$ cat config.mk
export PLATFORM = sky130hd
export DESIGN_NAME = ccu_snoop_responder
export DESIGN_NICKNAME = d
export VERILOG_FILES = /design/src/rtl/ccu_snoop_responder.sv
export SDC_FILE = /design/constraint.sdc
export NUM_CORES = 1
export LEC_CHECK = 0
export BUFFER_PORTS_ARGS = -buffer_cell sky130_fd_sc_hd__buf_2
export CAP_MARGIN = 25
export CORE_MARGIN = 5
export CORE_UTILIZATION = 40
export CTS_CLUSTER_SIZE = 24
export DETAILED_ROUTE_END_ITERATION = 7
export PLACE_DENSITY = 0.71
export SETUP_SLACK_MARGIN = 0.02
export SLEW_MARGIN = 20
export SYNTH_ARGS = -nofsm -noshare
export SYNTH_HDL_FRONTEND = slang
export SYNTH_SLANG_ARGS = --single-unit
$ cat constraint.sdc
create_clock -name clk_i -period 1.77 [get_ports clk_i]
set_input_delay 0.177 -clock clk_i [delete_from_list [all_inputs] [get_ports clk_i]]
set_output_delay 0.177 -clock clk_i [all_outputs]
set_load 0.02 [all_outputs]
$ cat src/rtl/ccu_snoop_responder.sv
// ccu_snoop_responder: cache-side ACE snoop responder; one dcache lookup per AC request,
// answering on CR, streaming the line on CD, and pulsing the resulting line-state update.
module ccu_snoop_responder #(
    parameter int unsigned AddrWidth       = 64,
    parameter int unsigned DcacheLineWidth = 128,
    parameter int unsigned CdDataWidth     = 64
) (
    input  logic                       clk_i,
    input  logic                       rst_ni,
    input  logic                       ac_valid_i,
    output logic                       ac_ready_o,
    input  logic [AddrWidth-1:0]       ac_addr_i,
    input  logic [3:0]                 ac_snoop_i,
    output logic                       cr_valid_o,
    input  logic                       cr_ready_i,
    output logic [4:0]                 cr_resp_o,
    output logic                       cd_valid_o,
    input  logic                       cd_ready_i,
    output logic [CdDataWidth-1:0]     cd_data_o,
    output logic                       cd_last_o,
    output logic                       cache_req_o,
    input  logic                       cache_gnt_i,
    output logic [AddrWidth-1:0]       cache_addr_o,
    input  logic                       cache_rvalid_i,
    input  logic                       cache_hit_i,
    input  logic                       cache_dirty_i,
    input  logic                       cache_shared_i,
    input  logic [DcacheLineWidth-1:0] cache_line_i,
    output logic                       cache_upd_valid_o,
    output logic                       cache_upd_inval_o,
    output logic                       cache_upd_clr_dirty_o,
    output logic                       cache_upd_set_shared_o,
    output logic                       snoop_unsupported_o
);
    localparam int unsigned Words = DcacheLineWidth / CdDataWidth;
    localparam int unsigned CntW  = (Words > 1) ? $clog2(Words) : 1;
    localparam int unsigned OffW  = $clog2(DcacheLineWidth / 8);
    localparam logic [CntW-1:0] LastBeat = CntW'(Words - 1);
    localparam logic [3:0] READ_ONCE = 4'b0000, READ_SHARED = 4'b0001, READ_UNIQUE = 4'b0111;
    localparam logic [3:0] CLEAN_INVALID = 4'b1001, MAKE_INVALID = 4'b1101;

    typedef enum logic [1:0] {IDLE, LOOKUP, WAIT_RESP, RESP} state_e;

    state_e                   state_q, state_d;
    logic [AddrWidth-1:0]     addr_q, addr_d;
    logic [3:0]               snoop_q, snoop_d;
    logic [4:0]               resp_q, resp_d;
    logic [DcacheLineWidth-1:0] line_q, line_d;
    logic [CntW-1:0]          beat_q, beat_d;
    logic                     cr_done_q, cr_done_d, cd_done_q, cd_done_d;
    logic                     upd_valid_q, upd_valid_d, upd_inval_q, upd_inval_d;
    logic                     upd_clr_q, upd_clr_d, upd_shr_q, upd_shr_d;
    logic                     supported, wu, cr_fin, cd_fin;

    assign supported = ac_snoop_i inside {READ_ONCE, READ_SHARED, READ_UNIQUE, CLEAN_INVALID, MAKE_INVALID};
    assign wu        = cache_hit_i && !cache_shared_i;

    assign ac_ready_o             = state_q == IDLE;
    assign snoop_unsupported_o    = ac_ready_o && ac_valid_i && !supported;
    assign cache_req_o            = state_q == LOOKUP;
    assign cache_addr_o           = {addr_q[AddrWidth-1:OffW], OffW'(0)};
    assign cr_valid_o             = state_q == RESP && !cr_done_q;
    assign cr_resp_o              = resp_q;
    assign cd_valid_o             = state_q == RESP && resp_q[0] && !cd_done_q;
    assign cd_data_o              = line_q[CdDataWidth-1:0];
    assign cd_last_o              = cd_valid_o && beat_q == LastBeat;
    assign cache_upd_valid_o      = upd_valid_q;
    assign cache_upd_inval_o      = upd_inval_q;
    assign cache_upd_clr_dirty_o  = upd_clr_q;
    assign cache_upd_set_shared_o = upd_shr_q;

    assign cr_fin = cr_done_q || (cr_valid_o && cr_ready_i);
    assign cd_fin = !resp_q[0] || cd_done_q || (cd_valid_o && cd_ready_i && cd_last_o);

    always_comb begin
        state_d     = state_q;
        addr_d      = addr_q;
        snoop_d     = snoop_q;
        resp_d      = resp_q;
        line_d      = line_q;
        beat_d      = beat_q;
        cr_done_d   = cr_done_q;
        cd_done_d   = cd_done_q;
        upd_inval_d = 1'b0;
        upd_clr_d   = 1'b0;
        upd_shr_d   = 1'b0;
        unique case (state_q)
            IDLE: if (ac_valid_i) begin
                addr_d  = ac_addr_i;
                snoop_d = ac_snoop_i;
                resp_d  = '0;
                state_d = supported ? LOOKUP : RESP;
            end
            LOOKUP: if (cache_gnt_i) state_d = WAIT_RESP;
            WAIT_RESP: if (cache_rvalid_i) begin
                state_d = RESP;
                line_d  = cache_line_i;
                resp_d  = '0;
                if (cache_hit_i) begin
                    case (snoop_q)
                        READ_ONCE:   resp_d = {wu, 1'b1, 1'b0, 1'b0, 1'b1};
                        READ_SHARED: begin
                            resp_d    = {wu, 1'b1, cache_dirty_i, 1'b0, 1'b1};
                            upd_shr_d = 1'b1;
                            upd_clr_d = cache_dirty_i;
                        end
                        READ_UNIQUE: begin
                            resp_d      = {wu, 1'b0, cache_dirty_i, 1'b0, 1'b1};
                            upd_inval_d = 1'b1;
                        end
                        CLEAN_INVALID: begin
                            resp_d      = {wu, 1'b0, cache_dirty_i, 1'b0, cache_dirty_i};
                            upd_inval_d = 1'b1;
                        end
                        default: begin
                            resp_d      = {wu, 4'b0000};
                            upd_inval_d = 1'b1;
                        end
                    endcase
                end
            end
            RESP: begin
                if (cr_valid_o && cr_ready_i) cr_done_d = 1'b1;
                if (cd_valid_o && cd_ready_i) begin
                    beat_d = beat_q + CntW'(1);
                    line_d = line_q >> CdDataWidth;
                    if (cd_last_o) cd_done_d = 1'b1;
                end
                if (cr_fin && cd_fin) begin
                    state_d   = IDLE;
                    cr_done_d = 1'b0;
                    cd_done_d = 1'b0;
                    beat_d    = '0;
                end
            end
            default: state_d = IDLE;
        endcase
        upd_valid_d = upd_inval_d || upd_clr_d || upd_shr_d;
    end

    always_ff @(posedge clk_i) begin
        if (!rst_ni) begin
            state_q     <= IDLE;
            addr_q      <= '0;
            snoop_q     <= '0;
            resp_q      <= '0;
            line_q      <= '0;
            beat_q      <= '0;
            cr_done_q   <= 1'b0;
            cd_done_q   <= 1'b0;
            upd_valid_q <= 1'b0;
            upd_inval_q <= 1'b0;
            upd_clr_q   <= 1'b0;
            upd_shr_q   <= 1'b0;
        end else begin
            state_q     <= state_d;
            addr_q      <= addr_d;
            snoop_q     <= snoop_d;
            resp_q      <= resp_d;
            line_q      <= line_d;
            beat_q      <= beat_d;
            cr_done_q   <= cr_done_d;
            cd_done_q   <= cd_done_d;
            upd_valid_q <= upd_valid_d;
            upd_inval_q <= upd_inval_d;
            upd_clr_q   <= upd_clr_d;
            upd_shr_q   <= upd_shr_d;
        end
    end
endmodule

==> results of run 1 <==
[synthesized netlist by cell type (all sizes together) (6+ instances only)]
master,instances
mux2i,65
dfxtp,205
nand2,136
clkbuf,28
a21oi,70
buf,112
nor2,136
a22oi,67
a211oi,66
inv,6
[cell families after synthesis]
kind of cell,Yosys count,synth area share
AO/OA/AOI/OAI,214,0.199
adder cells (fa/ha/maj),4,0.00581
buffers and inverters,146,0.104
flip-flops,205,0.476
multiplexers,65,0.0755
other,1,0.000435
AND/OR/NAND/NOR,300,0.139
[worst min path at each step]
stage,cells past startpoint,end
detailed placement,3,addr_q[5]$_SDFFE_PN0P_
CTS,3,line_q[6]$_SDFFE_PN0P_
finish,4,cr_resp_o[4]$_SDFFE_PN0P_
floorplan,2,cr_done_q$_SDFFE_PN0P_
global route,3,line_q[6]$_SDFFE_PN0P_
global placement,3,addr_q[24]$_SDFFE_PN0P_
[metrics by stage]
stage               utilization  hold WS, ns
floorplan                     -        0.293
global placement          0.487        0.417
detailed placement        0.487        0.422
CTS                       0.587       0.0190
global route              0.612       0.0326
finish                    0.612       0.0254
[layout make-up]
type,count,area [sq um]
clock buffers,34,667
clock inverters,3,15.0
fillers,1644,8170
inverters,6,27.5
multi-input cells,588,3860
flip-flops and latches,205,4110
well taps,275,344
repair buffers,530,3890
[worst reg2reg max path: stages, from the launching register on]
cell and delay, ns:
dfxtp_2 0.35, buf_6 0.11, ha_4 0.20, buf_12 0.26, buf_4 0.31, mux2i_1 0.29
a211oi_2 0.10
[per-layer routing]
metal / vias to the layer above / routed length [microns] / GRT usage
li1: 3980 / - / -
met1: 3895 / 11000 / 0.245
met2: 405 / 14300 / 0.374
met3: 65 / 2920 / 0.0661
met4: 2 / 687 / 0.0628
met5: - / 13 / 0
[power groups by stage]
stage / clock network (W) / registers, W / logic (W)
global route: 0.00464 / 0.00653 / 0.0107
detailed placement: 0 / 0.00641 / 0.00806
global placement: 0 / 0.00637 / 0.00793
floorplan: 0 / 0.00656 / 0.00611
CTS: 0.00443 / 0.00632 / 0.00859
finish: 0.00434 / 0.00641 / 0.0100
[sequential cells by signal, summed over array words and instances, names as in the netlist, 2 cells and up]
register and cells:
line_q 128, addr_q 60, cr_resp_o 4, snoop_q 4, state_q 2
[what timing repair did]
action                                  CTS  global route
endpoints found under the setup margin   35           126
gates resized for setup                   8            71
cloned                                    2             7
hold buffers                            130             0
setup buffers                             4            15
endpoints found under the hold margin   130             0
pin swaps                                 0            17
==> impl_metrics.json, run 1 <==
{
  "hold_viol": 0,
  "drc_errors": 0,
  "dpl_cell_area_sq_mm": 0.0103,
  "setup_viol": 0,
  "max_stage_delay_ns": 0.35,
  "first_global_vias": 8426,
  "firstDrtPassIters": 5,
  "avgSynthCellArea_sq_um": 9.21,
  "drive_above_1_share": 0.398,
  "p_total_w": 0.0208,
  "gp_congestion": 0.831,
  "fp.dieH_microns": 157,
  "synth-seq-cells": 205,
  "async_flop_share": 0,
  "internal_power_w": 0.0127,
  "pwr-share-comb": 0.482,
  "cts_tree": "done",
  "p_leak_nw": 5.48,
  "antenna_cells": 0,
  "dp_slack_ns": -0.00617,
  "period_needed_ns": 1.73,
  "fin_nets": 1564,
  "synth_cell_type_count": 37,
  "run_status": "complete, no violations",
  "die_width_microns": 157,
  "rrSetupSlack_ns": 0.04,
  "ios": 349,
  "start_kind": "register",
  "hold_class": "primary input to register",
  "path_cells": "buf_6 -> ha_4 -> buf_16 -> and3_4 -> buf_6",
  "ir_drop_mv": 0.882,
  "coreArea_sq_mm": 0.0211,
  "layout_commonest_cell": "buf_2",
  "netSwitchingPower_w": 0.00803,
  "layout_common_cells": "buf_2 (336), dfxtp_1 (203), nand2_1 (135)",
  "p_seq_frac": 0.309,
  "timing.fmax_mhz": 577,
  "finalClockSkew_ns": 0.0140,
  "reg2reg_to": "line_q[48]$_SDFFE_PN0P_",
  "maxCapViolations": 0,
  "cp-endpoint": "cd_last_o",
  "required_ns": 1.59,
  "cts_inserted_buffers": 23,
  "synth_ff_type": "dfxtp_1",
  "syn2layout_area_growth_pct": 49.9,
  "synth.largest_area_cell": "dfxtp_1",
  "cp.depth": 5,
  "root_buffer": "clkbuf_16",
  "clockBufferDepth": 3,
  "powerDensity_mw_per_mm2": 1610,
  "drtIter0Drc": 466,
  "numPortBuffers": 339,
  "ff2ff_path_depth": 6,
  "arrival_ns": 1.56,
  "critPathLaunch": "state_q[0]$_SDFFE_PN0P_",
  "antenna_found_initial": 1,
  "final_cells": 1641,
  "grt_pass1_wl_microns": 42700,
  "synth_enable_flop_cells": 0,
  "die-area_sq_mm": 0.0246,
  "synth_area_sq_mm": 0.00861,
  "critPathKind": "register to primary output",
  "yosysSeqAreaShare": 0.476,
  "vias": 8347,
  "timing.final.crit_share": 0.979,
  "wl_microns": 28900,
  "wl_per_cell_microns": 17.6,
  "insertion_delay_ns": 0.49,
  "critPathTopFamily": "flip-flops",
  "fin_setup_tns_ns": 0,
  "synth.area.top_cells": "dfxtp_1 (48%), a211oi_2 (8.1%), mux2i_1 (7.6%)",
  "place.detailed.hpwl_microns": 17300,
  "vias_per_cell": 5.09,
  "h-tree-depth": 1,
  "rsz0062_at_grt": "yes",
  "postRouteAntennaNets": 0,
  "cp-end-kind": "primary output",
  "pwr-share-clk": 0.209,
  "critPathSlowestCell": "dfxtp_2",
  "yosysTopAreaCellShare": 0.476,
  "yosys_warnings": 0,
  "overflow": 0,
  "final_cell_area_sq_mm": 0.0129,
  "start_util": 0.408,
  "drv_slew": 0,
  "p_sw_frac": 0.387,
  "critPathMaxFanout": 6,
  "row_count": 53,
  "grt_max_degree": 52,
  "dp.cells": 1446,
  "cts_sinks": 205,
  "crit-reg2reg-launch": "state_q[0]$_SDFFE_PN0P_",
  "path_clk_slew_ns": 0.06,
  "synthCells": 935,
  "grt_usage": 0.211,
  "cpMostUsedCell": "buf_6",
  "hold_start": "cache_shared_i",
  "worst_slack_ns": 0.0365,
  "path_buf_inv": 3
}
Power figures use the tool's default switching activity.
==> inputs of run 2 (changes only) <==
Settings changed: CELL_PAD_IN_SITES_DETAIL_PLACEMENT set to 1, CELL_PAD_IN_SITES_GLOBAL_PLACEMENT set to 1, CORE_UTILIZATION 40 to 32, PLACE_DENSITY 0.71 to unset, PLACE_DENSITY_LB_ADDON set to 0.1.
==> run 2 against run 1 <==
Compared with the run above: clock skew shrank 0.0019 ns; critical path type is now register to register; total power up 6.2%; critical path depth grew 4; setup slack worse by 0.031 ns; worst hold slack hardly changed; combinational power grew 5%; first-iteration DRC count decreased by 44%; utilization down 11 points.
==> impl_metrics.json, run 2 (same netlist as run 1, synthesis figures left out) <==
{
  "dpl_cell_area_sq_mm": 0.0103,
  "required_ns": 2.17,
  "timing.final.crit_share": 0.997,
  "drv_slew": 0,
  "path_buf_inv": 6,
  "crit-reg2reg-launch": "state_q[0]$_SDFFE_PN0P_",
  "grt_pass1_wl_microns": 47600,
  "setup_viol": 0,
  "coreArea_sq_mm": 0.0267,
  "place.detailed.hpwl_microns": 19300,
  "die_width_microns": 174,
  "layout_commonest_cell": "buf_2",
  "die-area_sq_mm": 0.0303,
  "run_status": "complete, no violations",
  "numPortBuffers": 339,
  "largest_reg_flops": 128,
  "row_count": 60,
  "vias_per_cell": 4.80,
  "drtIter0Drc": 260,
  "cts_tree": "done",
  "wl_per_cell_microns": 18.4,
  "p_leak_nw": 5.64,
  "start_util": 0.322,
  "first_global_vias": 8784,
  "postRouteAntennaNets": 0,
  "arrival_ns": 2.16,
  "fillers": 3062,
  "wl_microns": 31700,
  "max_stage_delay_ns": 0.33,
  "overflow": 0,
  "cp.depth": 9,
  "maxCapViolations": 0,
  "path_cells": "buf_6 -> ha_4 -> buf_6 -> a211oi_4 -> buf_6 -> clkbuf_16 -> buf_12 -> clkbuf_16 -> a211oi_2",
  "ir_drop_mv": 0.740,
  "cts_inserted_buffers": 24,
  "start_kind": "register",
  "cts_sinks": 205,
  "grt_usage": 0.189,
  "critPathMaxFanout": 8,
  "fin_nets": 1567,
  "hold_viol": 0,
  "gp_congestion": 0.730,
  "firstDrtPassIters": 5,
  "drc_errors": 0,
  "hold_start": "cache_line_i[3]",
  "final_cell_area_sq_mm": 0.0133,
  "grt_max_degree": 42,
  "fp.dieH_microns": 174,
  "ios": 349,
  "ff2ff_path_depth": 9,
  "drive_above_1_share": 0.397,
  "final_core_util": 0.499,
  "reg_top3": "line_q: 128 flops, addr_q: 60 flops",
  "rsz0062_at_grt": "yes",
  "powerDensity_mw_per_mm2": 1650,
  "root_buffer": "clkbuf_16",
  "antenna_found_initial": 6,
  "h-tree-depth": 1,
  "period_needed_ns": 1.76,
  "insertion_delay_ns": 0.51,
  "finalClockSkew_ns": 0.0121,
  "holdPathStages": 3,
  "cpMostUsedCell": "buf_6",
  "hold_class": "primary input to register",
  "hold-worst-slack_ns": 0.0256,
  "rrSetupSlack_ns": 0.006,
  "critPathTopFamily": "buffers and inverters",
  "largest_register": "line_q",
  "clockBufferDepth": 3,
  "reg2reg_to": "line_q[52]$_SDFFE_PN0P_",
  "cp-end-kind": "register",
  "hold_end": "line_q[3]$_SDFFE_PN0P_",
  "vias": 8246,
  "p_total_w": 0.0220,
  "path_clk_slew_ns": 0.06,
  "critPathSlowestCell": "dfxtp_2",
  "timing.fmax_mhz": 567,
  "layout_common_cells": "buf_2 (334), dfxtp_1 (203), nand2_1 (135)",
  "critPathKind": "register to register",
  "syn2layout_area_growth_pct": 54.8
}
run 2: cell count changes in the layout (fill, tap and decap cells not counted), sizes merged:
cell         change
clkinvlp         +1
diode            +4
bufbuf           +1
clkinv           +3
dlygate4sd3      +3
bufinv           +2
clkbuf           +7
buf              -9
run 2: how the worst max path moves through the flow:
stage	startpoint	endpoint	slack, ns
floorplan	state_q[0]$_SDFFE_PN0P_	line_q[44]$_SDFFE_PN0P_	0.03
global placement	state_q[0]$_SDFFE_PN0P_	line_q[0]$_SDFFE_PN0P_	0.08
detailed placement	state_q[0]$_SDFFE_PN0P_	line_q[33]$_SDFFE_PN0P_	0.01
CTS	state_q[0]$_SDFFE_PN0P_	cd_last_o	0.0005
global route	state_q[0]$_SDFFE_PN0P_	line_q[49]$_SDFFE_PN0P_	-0.05
finish	state_q[0]$_SDFFE_PN0P_	line_q[52]$_SDFFE_PN0P_	0.006
run 2: cell type report:
| type | count | area (sq um) | area share |
|---|---|---|---|
| inverter | 6 | 27.5 | 0.00206 |
| sequential | 205 | 4110 | 0.308 |
| clock buffer | 34 | 729 | 0.0547 |
| clock inverter | 9 | 97.6 | 0.00732 |
| timing repair buffer | 532 | 4110 | 0.308 |
| antenna | 4 | 10.0 | 0.000751 |
| tap | 341 | 427 | 0.0320 |
| multi-input combinational | 588 | 3830 | 0.287 |
run 2: per-stage QoR:
stage	std cells	worst slack, ns	TNS, ns
after floorplan	939	0.0338	0
after global placement	1509	0.0783	0
after detailed placement	1509	0.0126	0
after CTS	1694	0.000538	0
after global routing	1719	-0.0538	-1.57
final	1719	0.00600	0
run 2: worst register-to-register path, cell delays in order, from the launching register on:
cell and delay (ns):
dfxtp_2 0.33, buf_6 0.12, ha_4 0.18, buf_6 0.14, a211oi_4 0.25, buf_6 0.15, clkbuf_16 0.15, buf_12 0.11
clkbuf_16 0.17, a211oi_2 0.06
run 2: routing by layer:
| layer | wire length (microns) | global-route usage | vias to the layer above |
|---|---|---|---|
| li1 | - | - | 4007 |
| met1 | 13300 | 0.227 | 3927 |
| met2 | 15300 | 0.329 | 266 |
| met3 | 2490 | 0.0633 | 42 |
| met4 | 537 | 0.0403 | 4 |
| met5 | 21 | 0 | - |
run 2: what timing repair did:
| action | in CTS | in global routing |
|---|---|---|
| endpoints found under the hold margin | 135 | 0 |
| hold buffers | 133 | 0 |
| endpoints found under the setup margin | 7 | 111 |
| resized for setup | 10 | 61 |
| pin swaps | 0 | 60 |
| buffers inserted | 5 | 7 |
| cloned | 4 | 15 |
run 2: power by group:
group / total (W) / leakage [nW] / switching (W) / internal (W)
registers: 0.00637 / 1.67 / 0.000626 / 0.00574
clock network: 0.00512 / 0.413 / 0.00198 / 0.00314
logic: 0.0105 / 3.55 / 0.00585 / 0.00469
total: 0.0220 / 5.64 / 0.00846 / 0.0136
==> inputs of run 3 (changes only) <==
Settings changed: ABC_AREA set to 1, BUFFER_PORTS_ARGS -buffer_cell sky130_fd_sc_hd__buf_2 to -buffer_cell sky130_fd_sc_hd__buf_4, CORE_UTILIZATION 32 to 30.
==> run 3 against run 2 <==
Compared with the run above: the run now ends with negative hold slack, negative setup slack left; maximum frequency shrank 0.42%; global-route usage grew 2.1 points; sequential power grew 5.2%; worst hold slack lost 0.026 ns; sequential share of layout area shrank 2.8 points; clock-buffer cell count grew 7; cell area grew 10%.
==> impl_metrics.json, run 3 <==
{
  "run_status": "complete, but fails checks",
  "violations": "negative hold slack, negative setup slack",
  "cp-end-kind": "primary output",
  "arrival_ns": 1.59,
  "powerDensity_mw_per_mm2": 1460,
  "layout_common_cells": "buf_4 (373), nand2_1 (278), nor2_1 (265)",
  "numPortBuffers": 339,
  "drv_slew": 0,
  "pwr-share-clk": 0.254,
  "root_buffer": "clkbuf_16",
  "synth_area_sq_mm": 0.00863,
  "synth.largest_area_cell": "dfxtp_1",
  "p_sw_frac": 0.373,
  "critPathKind": "register to primary output",
  "worst_slack_ns": -0.00142,
  "synth-seq-cells": 205,
  "dp_slack_ns": -0.135,
  "fin_nets": 1901,
  "critPathSlowestCell": "dfxtp_4",
  "timing.final.crit_share": 1.00,
  "cts_tree": "done",
  "postRouteAntennaNets": 0,
  "largest_reg_flops": 128,
  "critPathMaxFanout": 2,
  "coreArea_sq_mm": 0.0285,
  "synth_ff_type": "dfxtp_1",
  "grt_max_degree": 60,
  "start_util": 0.302,
  "p_seq_frac": 0.313,
  "yosys_warnings": 0,
  "place.detailed.hpwl_microns": 21400,
  "wl_per_cell_microns": 17.8,
  "gp_congestion": 0.747,
  "insertion_delay_ns": 0.52,
  "grt_usage": 0.209,
  "firstDrtPassIters": 4,
  "fp.dieH_microns": 180,
  "maxCapViolations": 0,
  "vias": 9719,
  "dpl_cell_area_sq_mm": 0.0113,
  "clockBufferDepth": 3,
  "internal_power_w": 0.0134,
  "start_kind": "register",
  "synth_most_common_cell": "nand2_1",
  "antenna_found_initial": 1,
  "avgSynthCellArea_sq_um": 7.06,
  "wl_met2_microns": 18700,
  "setup_viol": 1,
  "syn2layout_area_growth_pct": 70.1,
  "grt_pass1_wl_microns": 56200,
  "cts_inserted_buffers": 27,
  "met3_length_microns": 2590,
  "overflow": 0,
  "wl_microns": 37300,
  "netSwitchingPower_w": 0.00800,
  "ir_drop_mv": 0.871,
  "reg_top3": "line_q: 128 flops, addr_q: 60 flops",
  "vias_per_cell": 4.64,
  "synthCells": 1223,
  "cts_sinks": 205,
  "drive_above_1_share": 0.288,
  "hold_class": "primary input to register",
  "h-tree-depth": 1,
  "synth_enable_flop_cells": 0,
  "timing.fmax_mhz": 565,
  "drc_errors": 0,
  "synth_cell_type_count": 22,
  "hold_viol": 1,
  "p_leak_nw": 6.67,
  "die_width_microns": 180,
  "path_clk_slew_ns": 0.06,
  "pwr-share-comb": 0.434,
  "largest_register": "line_q",
  "yosysSeqAreaShare": 0.476,
  "routedLengthMet1_microns": 14900,
  "async_flop_share": 0,
  "hold-worst-slack_ns": -0.000254,
  "first_global_vias": 10300,
  "die-area_sq_mm": 0.0323,
  "cpMostUsedCell": "buf_6",
  "ios": 349,
  "highest_layer": "met4",
  "final_core_util": 0.514,
  "finalClockSkew_ns": 0.00646,
  "yosysTopAreaCellShare": 0.476,
  "layout_commonest_cell": "buf_4",
  "required_ns": 1.59,
  "path_cells": "buf_6 -> inv_4 -> buf_6 -> ha_4 -> nand2_4 -> inv_2 -> nand2_1 -> inv_1 -> buf_6",
  "rsz0062_at_grt": "yes",
  "synth.cells.most_frequent": "nand2_1 (284), nor2_1 (268), dfxtp_1 (205)",
  "drtIter0Drc": 385,
  "max_stage_delay_ns": 0.36,
  "synth.area.top_cells": "dfxtp_1 (48%), nand2_1 (12%), nor2_1 (12%)",
  "final_cell_area_sq_mm": 0.0147,
  "period_needed_ns": 1.77,
  "row_count": 62
}
==> run 3: cell types whose count changed after synthesis, moves of 19 or more <==
cell	change
o21ai_1	+20
a22oi_1	-67
clkbuf_1	+35
nor2_1	+132
nand2_1	+148
nand3_1	+65
mux2i_1	-65
a211oi_2	-56
o21ai_0	+110
buf_2	-19
==> run 3: critical path, delay by kind of cell (launching register included) <==
family	cells	cell delay [ns]
and+or+nand+nor	2	0.09
adders and majority gates	1	0.14
DFF	1	0.36
buffers and inverters	6	0.50
==> run 3: metal layers <==
| layer | track usage | vias to the layer above |
|---|---|---|
| met3 | 0.0606 | 64 |
| met2 | 0.372 | 277 |
| met1 | 0.246 | 4610 |
| met4 | 0.0585 | 0 |
| met5 | 0 | - |
| li1 | - | 4768 |
==> run 3: final cells by class <==
cell class                      count  area (sq um)
Inverter                           23           114
Fill cell                        3531         13900
Multi-Input combinational cell    846          3750
Sequential cell                   205          4110
Clock buffer                       41           798
Tap cell                          384           480
Antenna cell                        1          2.50
Timing Repair inverter              1          11.3
Clock inverter                      6          86.3
Timing Repair Buffer              587          5330
==> run 3: what timing repair did <==
| action | in CTS | in global routing |
|---|---|---|
| hold buffers | 177 | 0 |
| resized for setup | 31 | 74 |
| gates cloned | 5 | 11 |
| setup buffers | 6 | 9 |
| hold endpoints to repair | 179 | 0 |
| setup endpoints to repair | 139 | 130 |
| pin swaps | 2 | 9 |
==> run 3: kinds of logic after synthesis <==
family / count (synthesis) / synth area share
fa+ha+maj: 4 / 0.00580
other cells: 1 / 0.000434
compound gates: 210 / 0.123
buf+inv: 176 / 0.112
simple gates: 627 / 0.284
flops: 205 / 0.476
==> run 3: path summary, 6_finish.rpt <==
kind,startpoint,endpoint,slack (ns),depth (start not counted)
setup reg to reg,state_q[0]$_SDFFE_PN0P_,line_q[37]$_SDFFE_PN0P_,0.01,10
setup / recovery,state_q[0]$_SDFFE_PN0P_,snoop_unsupported_o,-0.001,9
hold reg to reg,line_q[93]$_SDFFE_PN0P_,line_q[93]$_SDFFE_PN0P_,0.46,2
hold / removal,cache_line_i[4],line_q[4]$_SDFFE_PN0P_,-0.0003,5
==> run 3: stage by stage <==
| step | std cells | setup TNS (ns) | power (W) |
|---|---|---|---|
| 6_report | 2094 | -0.00142 | 0.0214 |
| 5_1_grt | 2094 | -3.29 | 0.0227 |
| 4_1_cts | 2074 | -0.0875 | 0.0207 |
| 3_5_place_dp | 1839 | -4.59 | 0.0143 |
| 3_3_place_gp | 1839 | -3.29 | 0.0142 |
| 2_1_floorplan | 1227 | 0 | 0.0117 |
==> run 3: power by group through the flow <==
stage	clock [W]	combinational (W)	sequential (W)
finish	0.00544	0.00930	0.00670
global placement	0	0.00752	0.00670
detailed placement	0	0.00760	0.00674
floorplan	0	0.00463	0.00710
global route	0.00579	0.0101	0.00687
CTS	0.00561	0.00844	0.00668
